## config.mk

```make
export PLATFORM = sky130hd
export DESIGN_NAME = digipot_cmd_seq
export DESIGN_NICKNAME = d
export VERILOG_FILES = /design/src/rtl/digipot_pkg.sv /design/src/rtl/digipot_cmd_fifo.sv /design/src/rtl/digipot_cmd_seq.sv
export SDC_FILE = /design/constraint.sdc
export NUM_CORES = 1
export LEC_CHECK = 0
export BUFFER_PORTS_ARGS = -buffer_cell sky130_fd_sc_hd__clkbuf_2
export CORE_AREA = 2 2 102 104
export DETAILED_ROUTE_END_ITERATION = 10
export DIE_AREA = 0 0 104 106
export GPL_TIMING_DRIVEN = 0
export HOLD_SLACK_MARGIN = 0.08
export PLACE_DENSITY_LB_ADDON = 0.25
export SETUP_SLACK_MARGIN = 0.2
export SLEW_MARGIN = 40
export SYNTH_ARGS = -nofsm -noshare
export SYNTH_HDL_FRONTEND = slang
export SYNTH_HIERARCHICAL = 1
export SYNTH_SLANG_ARGS = --single-unit
```

## constraint.sdc

```tcl
create_clock -name clk -period 3.7 [get_ports clk]
set_input_delay 0.37 -clock clk [delete_from_list [all_inputs] [get_ports clk]]
set_output_delay 0.37 -clock clk [all_outputs]
set_load 0.02 [all_outputs]
```

## src/rtl/digipot_pkg.sv

```systemverilog
// Shared types and defaults for the digipot command sequencer.
package digipot_pkg;

    typedef enum logic [2:0] {
        ST_IDLE,
        ST_LOAD,
        ST_STROBE,
        ST_WAIT,
        ST_DONE
    } state_t;

    typedef struct packed {
        logic [1:0] pot;
        logic [7:0] val;
    } cmd_t;

    localparam logic [1:0]  POT_NONE        = 2'd3;
    localparam int unsigned CMD_W           = 10;
    localparam int unsigned DEPTH_DEF       = 4;
    localparam int unsigned CTRL_LOW_DEF    = 4;
    localparam int unsigned HOLD_CYCLES_DEF = 48;

endpackage

```

## src/rtl/digipot_cmd_fifo.sv

```systemverilog
// Synchronous command FIFO; head entry is visible combinationally on rdata_c.
module digipot_cmd_fifo
    import digipot_pkg::*;
#(
    parameter int unsigned DEPTH = DEPTH_DEF
) (
    input  logic clk,
    input  logic rst,
    input  logic push,
    input  logic pop,
    input  cmd_t wdata,
    output cmd_t rdata_c,
    output logic full,
    output logic empty,
    output logic empty_nxt_c
);

    localparam int unsigned AW = $clog2(DEPTH);
    localparam int unsigned PW = AW + 1;

    logic [PW-1:0] wr_ptr, rd_ptr, wr_ptr_d, rd_ptr_d;
    logic          do_push, do_pop, full_d;
    cmd_t          mem [DEPTH];

    // Next pointers; the extra MSB separates full from empty.
    always_comb begin
        do_push     = push && !full;
        do_pop      = pop && !empty;
        wr_ptr_d    = wr_ptr + PW'(do_push);
        rd_ptr_d    = rd_ptr + PW'(do_pop);
        full_d      = (wr_ptr_d[AW] != rd_ptr_d[AW]) &&
                      (wr_ptr_d[AW-1:0] == rd_ptr_d[AW-1:0]);
        empty_nxt_c = (wr_ptr_d == rd_ptr_d);
        rdata_c     = mem[rd_ptr[AW-1:0]];
    end

    always_ff @(posedge clk) begin
        if (rst) begin
            wr_ptr <= '0;
            rd_ptr <= '0;
            full   <= 1'b0;
            empty  <= 1'b1;
        end else begin
            wr_ptr <= wr_ptr_d;
            rd_ptr <= rd_ptr_d;
            full   <= full_d;
            empty  <= empty_nxt_c;
        end
    end

    always_ff @(posedge clk) begin
        if (do_push) mem[wr_ptr[AW-1:0]] <= wdata;
    end

endmodule

```

## src/rtl/digipot_cmd_seq.sv

```systemverilog
// Queues pot-write commands and presents them to the SPI serializer one at a time.
module digipot_cmd_seq
    import digipot_pkg::*;
#(
    parameter int unsigned DEPTH       = DEPTH_DEF,
    parameter int unsigned CTRL_LOW    = CTRL_LOW_DEF,
    parameter int unsigned HOLD_CYCLES = HOLD_CYCLES_DEF
) (
    input  logic       clk,
    input  logic       rst,
    input  logic       wr_en,
    input  logic [1:0] wr_pot,
    input  logic [7:0] wr_val,
    output logic       full,
    output logic       busy,
    output logic       done,
    output logic       overflow,
    output logic       bad_pot,
    output logic [1:0] mux,
    output logic [7:0] dato,
    output logic       ctrl
);

    localparam int unsigned CNT_W = $clog2(HOLD_CYCLES) + 1;

    state_t             state, state_d;
    logic [CNT_W-1:0]   cnt, cnt_d;
    logic [1:0]         mux_d;
    logic [7:0]         dato_d;
    logic               ctrl_d, done_d, busy_d, overflow_d, bad_pot_d;
    logic               push, pop, empty, empty_nxt;
    logic               pot_ok;
    cmd_t               head;

    digipot_cmd_fifo #(.DEPTH(DEPTH)) u_fifo (
        .clk         (clk),
        .rst         (rst),
        .push        (push),
        .pop         (pop),
        .wdata       ({wr_pot, wr_val}),
        .rdata_c     (head),
        .full        (full),
        .empty       (empty),
        .empty_nxt_c (empty_nxt)
    );

    // A full FIFO drops the write even when a pop happens in the same cycle.
    always_comb begin
        pot_ok     = (wr_pot != POT_NONE);
        push       = wr_en && pot_ok && !full;
        overflow_d = overflow || (wr_en && pot_ok && full);
        bad_pot_d  = bad_pot || (wr_en && !pot_ok);
    end

    // Next-state and registered-output logic.
    always_comb begin
        state_d = state;
        cnt_d   = cnt;
        mux_d   = mux;
        dato_d  = dato;
        pop     = 1'b0;
        unique case (state)
            ST_IDLE: begin
                mux_d = POT_NONE;
                if (!empty) state_d = ST_LOAD;
            end
            ST_LOAD: begin
                pop     = 1'b1;
                mux_d   = head.pot;
                dato_d  = head.val;
                cnt_d   = CNT_W'(CTRL_LOW - 1);
                state_d = ST_STROBE;
            end
            ST_STROBE: begin
                if (cnt == '0) begin
                    cnt_d   = CNT_W'(HOLD_CYCLES - CTRL_LOW - 1);
                    state_d = ST_WAIT;
                end else begin
                    cnt_d = cnt - CNT_W'(1);
                end
            end
            ST_WAIT: begin
                if (cnt == '0) state_d = ST_DONE;
                else           cnt_d   = cnt - CNT_W'(1);
            end
            ST_DONE: begin
                if (!empty) begin
                    state_d = ST_LOAD;
                end else begin
                    state_d = ST_IDLE;
                    mux_d   = POT_NONE;
                end
            end
            default: begin
                state_d = ST_IDLE;
                mux_d   = POT_NONE;
            end
        endcase
        ctrl_d = (state_d != ST_STROBE);
        done_d = (state_d == ST_DONE);
        busy_d = (state_d != ST_IDLE) || !empty_nxt;
    end

    always_ff @(posedge clk) begin
        if (rst) begin
            state    <= ST_IDLE;
            cnt      <= '0;
            mux      <= POT_NONE;
            dato     <= '0;
            ctrl     <= 1'b1;
            done     <= 1'b0;
            busy     <= 1'b0;
            overflow <= 1'b0;
            bad_pot  <= 1'b0;
        end else begin
            state    <= state_d;
            cnt      <= cnt_d;
            mux      <= mux_d;
            dato     <= dato_d;
            ctrl     <= ctrl_d;
            done     <= done_d;
            busy     <= busy_d;
            overflow <= overflow_d;
            bad_pot  <= bad_pot_d;
        end
    end

endmodule

```

==> results of run 1 <==
-- metal layers --
metal,vias up,share of wire [%],global-route usage (%)
met4,0,2.5,6.47
li1,880,-,-
met3,11,3.6,2.45
met2,30,47,16.1
met1,813,47,12.3
met5,-,0,0
-- metrics by stage --
stage               cells  power (mW)
finish                398        2.43
floorplan             217        1.56
global route          398        2.59
detailed placement    382        1.74
CTS                   398        2.46
global placement      381        1.73
-- sequential cells by signal (all words and copies together) (netlist names), 2 cells and up --
name           flops
mux                2
state              3
u_fifo/wr_ptr      3
u_fifo/rd_ptr      3
dato               8
u_fifo/mem        40
cnt                7
-- layout by cell type (no fill, tap or decap), types with 3 or more instances in the layout --
master	Yosys	routed
clkbuf_2	2	30
a31oi_1	3	3
o31ai_1	4	4
nor3b_1	4	3
inv_1	3	3
dfxtp_1	33	33
edfxtp_1	40	40
ha_1	6	6
clkbuf_8	0	9
a21oi_1	15	15
nor2_1	15	14
nand2b_1	3	3
clkbuf_1	6	7
mux4_2	10	10
xnor2_1	4	4
nand2_1	25	25
nor2b_1	8	8
o21ai_0	3	3
-- worst paths after layout --
path / start / to / slack [ns] / cells after the start
worst max-delay path: state[1] / u_fifo/full / 1.23 / 10
worst min-delay path: wr_val[0] / u_fifo/mem[1][0] / 0.24 / 1
worst max register to register: state[1] / u_fifo/full / 1.23 / 10
worst min register to register: dato[2] / dato[2] / 0.46 / 2
-- logic make-up after synthesis --
logic type / Yosys count / synth area share (%)
DFF: 73 / 64.4
and+or+nand+nor: 72 / 13.2
AOI/OAI and AO/OA: 36 / 7.79
buffers and inverters: 13 / 2.03
muxes: 12 / 8.52
adders and majority gates: 6 / 2.60
xor gates and xnor gates: 5 / 1.51
-- worst register-to-register path: stages, from the launching register on --
cell and delay (ns):
dfxtp_1 0.31, clkbuf_1 0.29, nor2b_1 0.13, nand2b_1 0.12
clkinv_1 0.26, nor2b_1 0.24, ha_1 0.18, ha_1 0.19
xnor2_1 0.23, xor2_1 0.25, nor3b_2 0.20
-- power groups by stage --
| stage | registers, mW | logic (mW) | clock network, mW |
|---|---|---|---|
| 5_1_grt | 1.05 | 0.770 | 0.770 |
| 4_1_cts | 1.04 | 0.682 | 0.741 |
| 6_report | 1.04 | 0.674 | 0.720 |
| 3_3_place_gp | 1.05 | 0.680 | 0 |
| 3_5_place_dp | 1.06 | 0.680 | 0 |
| 2_1_floorplan | 1.08 | 0.486 | 0 |
-- cell type report --
type	count	area (um2)
flip-flops and latches	73	1860
clock buffers	11	153
clock inverters	5	83.8
well taps	136	170
inverters	4	15.0
multi-input cells	131	980
repair buffers	29	148
fillers	988	6550
plain buffers	9	43.8
==> run metrics, run 1 <==
status=finished clean; crit end category=flop; largest fanout on the critical path=10; clock power share=29.6%; kind of critical path=reg -> reg; Remaining Overflow, GRT=0; cell row count=37; clk sink count=73; Primary FF master, synth=edfxtp_1; PortBufs=28; H-tree levels=3; CP Cell Sequence=clkbuf_1 > nor2b_1 > nand2b_1 > clkinv_1 > nor2b_1 > ha_1 > ha_1 > xnor2_1 > xor2_1 > nor3b_2; Fmax=405 MHz; post-place instance area=3220 um2; final WL=a little over 5000 um; crit path time final=between 2 and 2.5 ns; WL/cell=between 10 and 15 um; DR iter-0 viols=90; Final Hold Fails=0; # resized after CTS=0; P_int=1.67 mW; syn avg cell area=13.3 um2; Comb pwr share=27.7%; initial core utilization=between 20% and 30%; worst endpoint required time=around 4.0 ns; Final WS setup=around 1.2 ns; # diodes=0; Antenna Nets Post-Route=0; CP Data Arrival Time=~2.7 ns; CP startpoint kind=flop; Ys Warns=6; slowest stage delay, CP=around 0.31 ns; Leak=between 1 and 1.5 nW; share of layout cells above drive strength 1=between 20% and 30%; worst min-delay path class=in -> reg; FF+latch count, synth=73; Hold Buf Count CTS=0; Worst path slowest cell=dfxtp_1; drt drc=0; CP Buf/Inv Count=2; Clock Tree Buf Depth=2; post-synthesis sequential area ratio=approximately 64%; synthesized instance count=between 200 and 250; EDFF count, synth=40; global-route wire length before repair=roughly 8500 um; pwr dens=704 nW/um2; clock latency at the later pin of the worst-skew pair=between 0.3 and 0.4 ns; Net Sw Frac=between 30 and 40%; Worst Tran Pin Value=0.595 ns; # Post-CTS Setup Buffers=0; largest net degree at the start of global routing=14; DR pass1 iterations=4; antenna violations before repair=0; DR vias/cell=roughly 4.4; Area growth syn-to-layout=19.4%; finished layout cell area=approximately 3500 um2; final critical-path share of the clock period=~67%; top-count cell post-synth=edfxtp_1; DR vias=~1,700; total CTS buffers=9; HPWL after detailed placement=between 3000 and 4000 um; Root Buffer=clkbuf_8; setup TNS=0 ns; Psw=~0.76 mW; Total GRT Usage=roughly 10%; vias in the first global route=between 1,500 and 2,000; Die Wd=between 100 and 150 um; Synth area leader=edfxtp_1; ranking of synthesized cells by area=edfxtp_1 42%, dfxtp_1 23%, mux4_2 7.8%, nand2_1 3.2%, a21oi_1 2.6%; ys async rst share=0%; synthesized area=around 2900 um2; Nets=276; top cells by count, synth=40 x edfxtp_1, 33 x dfxtp_1, 25 x nand2_1; WHS=0.243 ns; top cell type's share of synthesized area=about two fifths; core area=between 9000 and 10,000 um2; max-slew violations=0; Final GP Congestion=0.751; setup repair after global routing missed its margin=no; TritonCTS clock tree=built; Ports=29; Slew headroom=60.3%; syn nets=approximately 240; Worst IR Drop VDD=roughly 0.22 mV; final core occ=about a third; setup slack at placement=between 1 and 1.5 ns; maxcap violations=0; final setup violation count=0; CP delay by family, top=simple AND/OR/NAND/NOR gates; Chip Height=between 100 and 150 um; Final Skew=0.0110 ns; Netlist cell types=43; die area=11,000 um2; clock transition at the registers of the reported paths=roughly 0.08 ns; Sequential Power Share=42.6%
Note: power is estimated with default switching activity, not from simulation.
==> inputs of run 2 (changes only) <==
clock period = 2.2 ns   (was 3.7 ns; I/O delays follow)
==> run metrics, run 2 (synthesized netlist as in run 1, its figures left out) <==
Final Hold Fails=0 (unchanged); vias in the first global route=1,724 (-1.9%); DR vias=1,807 (+4.2%); CP Buf/Inv Count=2 (unchanged); Final Total Pwr=4.03 mW (+66%); largest fanout on the critical path=9 (-1); max-slew violations=0 (unchanged); Leak=1.25 nW (+2.2%); Total GRT Usage=10.4% (+0.26 points); initial core utilization=28.9% (unchanged); CP Depth=11 (+1); P_int=2.71 mW (+62%); clock latency at the later pin of the worst-skew pair=0.34 ns (about the same); worst min-delay path class=in -> reg; clk sink count=73 (unchanged); maxcap violations=0 (unchanged); Ports=29 (unchanged); Worst path slowest cell=dfxtp_1; PortBufs=28 (unchanged); worst endpoint required time=2.41 ns (-1.56 ns); die area=11,000 um2 (unchanged); WHS=0.0977 ns (-0.146 ns); Root Buffer=clkbuf_8; Chip Height=106 um (unchanged); critical path endpoint=busy; Remaining Overflow, GRT=0 (unchanged); CP startpoint kind=flop; antenna violations before repair=0 (unchanged); Clock Tree Buf Depth=2 (unchanged); Final GP Congestion=0.742 (-1.1%); clock transition at the registers of the reported paths=0.08 ns (about the same); # diodes=0 (unchanged); Worst R2R Path Depth=11 (+1); Comb pwr share=31.6% (+3.9 points); HPWL after detailed placement=3800 um (+2.7%); Net Sw Frac=32.9% (+1.6 points); finished layout cell area=3510 um2 (+1.5%); final core occ=35.1% (+0.53 points); share of layout cells above drive strength 1=30.1% (+4.9 points); final WL=5460 um (+5.1%); setup TNS=0 ns (unchanged); crit path from=state[1]; Nets=280 (+1.4%); drt drc=0 (unchanged); CP Cell Sequence=buf_4 > nor2b_4 > nand2b_4 > inv_8 > nor2b_2 > ha_1 > ha_2 > xnor2_1 > nand2_1 > nor2_1 > a21oi_1; DR vias/cell=4.50 (+3.2%); leading cell type in the layout, fill and taps excluded=edfxtp_1; Critical R2R Launch=state[1]; fill count=1,008 (+2.0%); final critical-path share of the clock period=85.3% (+18 points); max reg flops=40 (unchanged); DR pass1 iterations=4 (unchanged); total CTS buffers=9 (unchanged); core area=10000 um2 (unchanged); crit end category=flop; Die Wd=104 um (unchanged); Psw=1.33 mW (+75%); final setup violation count=0 (unchanged); R2R Path End=busy; Antenna Nets Post-Route=0 (unchanged); Slew headroom=59.5% (-0.85 points); kind of critical path=reg -> reg; crit path time final=1.88 ns (-0.595 ns); largest net degree at the start of global routing=14 (unchanged); cell row count=37 (unchanged); Worst IR Drop VDD=0.364 mV (+66%); WL/cell=13.6 um (+4.1%); TritonCTS clock tree=built; clock power share=24.8% (-4.8 points); post-place instance area=3220 um2 (about the same); status=finished clean; Sequential Power Share=43.5% (+0.9 points); slowest stage delay, CP=0.30 ns (about the same); global-route wire length before repair=8800 um (+2.9%); Fmax=533 MHz (+32%); Final Skew=0.00809 ns (-0.00293 ns); most frequent cells in the layout=40 x edfxtp_1, 30 x clkbuf_2, 30 x dfxtp_1; CP delay by family, top=simple AND/OR/NAND/NOR gates; Worst Tran Pin Value=0.607 ns (+0.0128 ns); DR iter-0 viols=60 (-33%); Area growth syn-to-layout=21.2%; CP Data Arrival Time=2.09 ns (-0.65 ns); reg2reg setup slack=0.32 ns (-0.90 ns); H-tree levels=3 (unchanged); setup repair after global routing missed its margin=no; pwr dens=1150 nW/um2 (+63%)
run 2: power by group through the flow:
stage,logic [mW],registers [mW],clock network (mW)
final,1.28,1.76,1.00
after global routing,1.42,1.78,1.09
after CTS,1.21,1.74,1.03
after detailed placement,1.16,1.77,0
after global placement,1.15,1.77,0
after floorplan,0.820,1.81,0
run 2: metal layers:
layer	global-route usage [%]	wire length, um	vias to the layer above
met5	0	0	-
met4	6.95	149	0
met3	2.64	195	11
met2	16.5	2660	27
met1	12.4	2450	879
li1	-	-	890
run 2: through the flow:
| stage | setup WS (ns) | std cells |
|---|---|---|
| finish | 0.324 | 402 |
| detailed placement | -0.122 | 382 |
| global route | 0.204 | 402 |
| CTS | 0.208 | 398 |
| global placement | -0.538 | 381 |
| floorplan | 0.238 | 217 |
run 2: cell type report:
cell class / count / area (um2) / area share [%]
sequential: 73 / 1870 / 53.2
multi-input combinational: 131 / 1030 / 29.3
timing repair buffer: 33 / 178 / 5.07
tap: 136 / 170 / 4.85
clock buffer: 10 / 128 / 3.64
clock inverter: 6 / 58.8 / 1.68
buffer: 9 / 57.6 / 1.64
inverter: 4 / 22.5 / 0.642
run 2: worst min-delay path by stage:
stage,startpoint,end,slack [ns],cells past startpoint
floorplan,rst,u_fifo/full,0.29,1
global placement,wr_val[7],u_fifo/mem[2][7],0.44,1
detailed placement,wr_val[6],u_fifo/mem[1][6],0.45,1
CTS,wr_val[6],u_fifo/mem[1][6],0.08,1
global route,wr_val[1],u_fifo/mem[1][1],0.1,1
finish,wr_val[6],u_fifo/mem[2][6],0.1,1
run 2: what timing repair did:
item,in CTS,in global routing
resized for setup,10,9
setup buffers,0,4
hold buffers,0,0
pin swaps,0,2
setup endpoints to repair,7,12
cloned,0,0
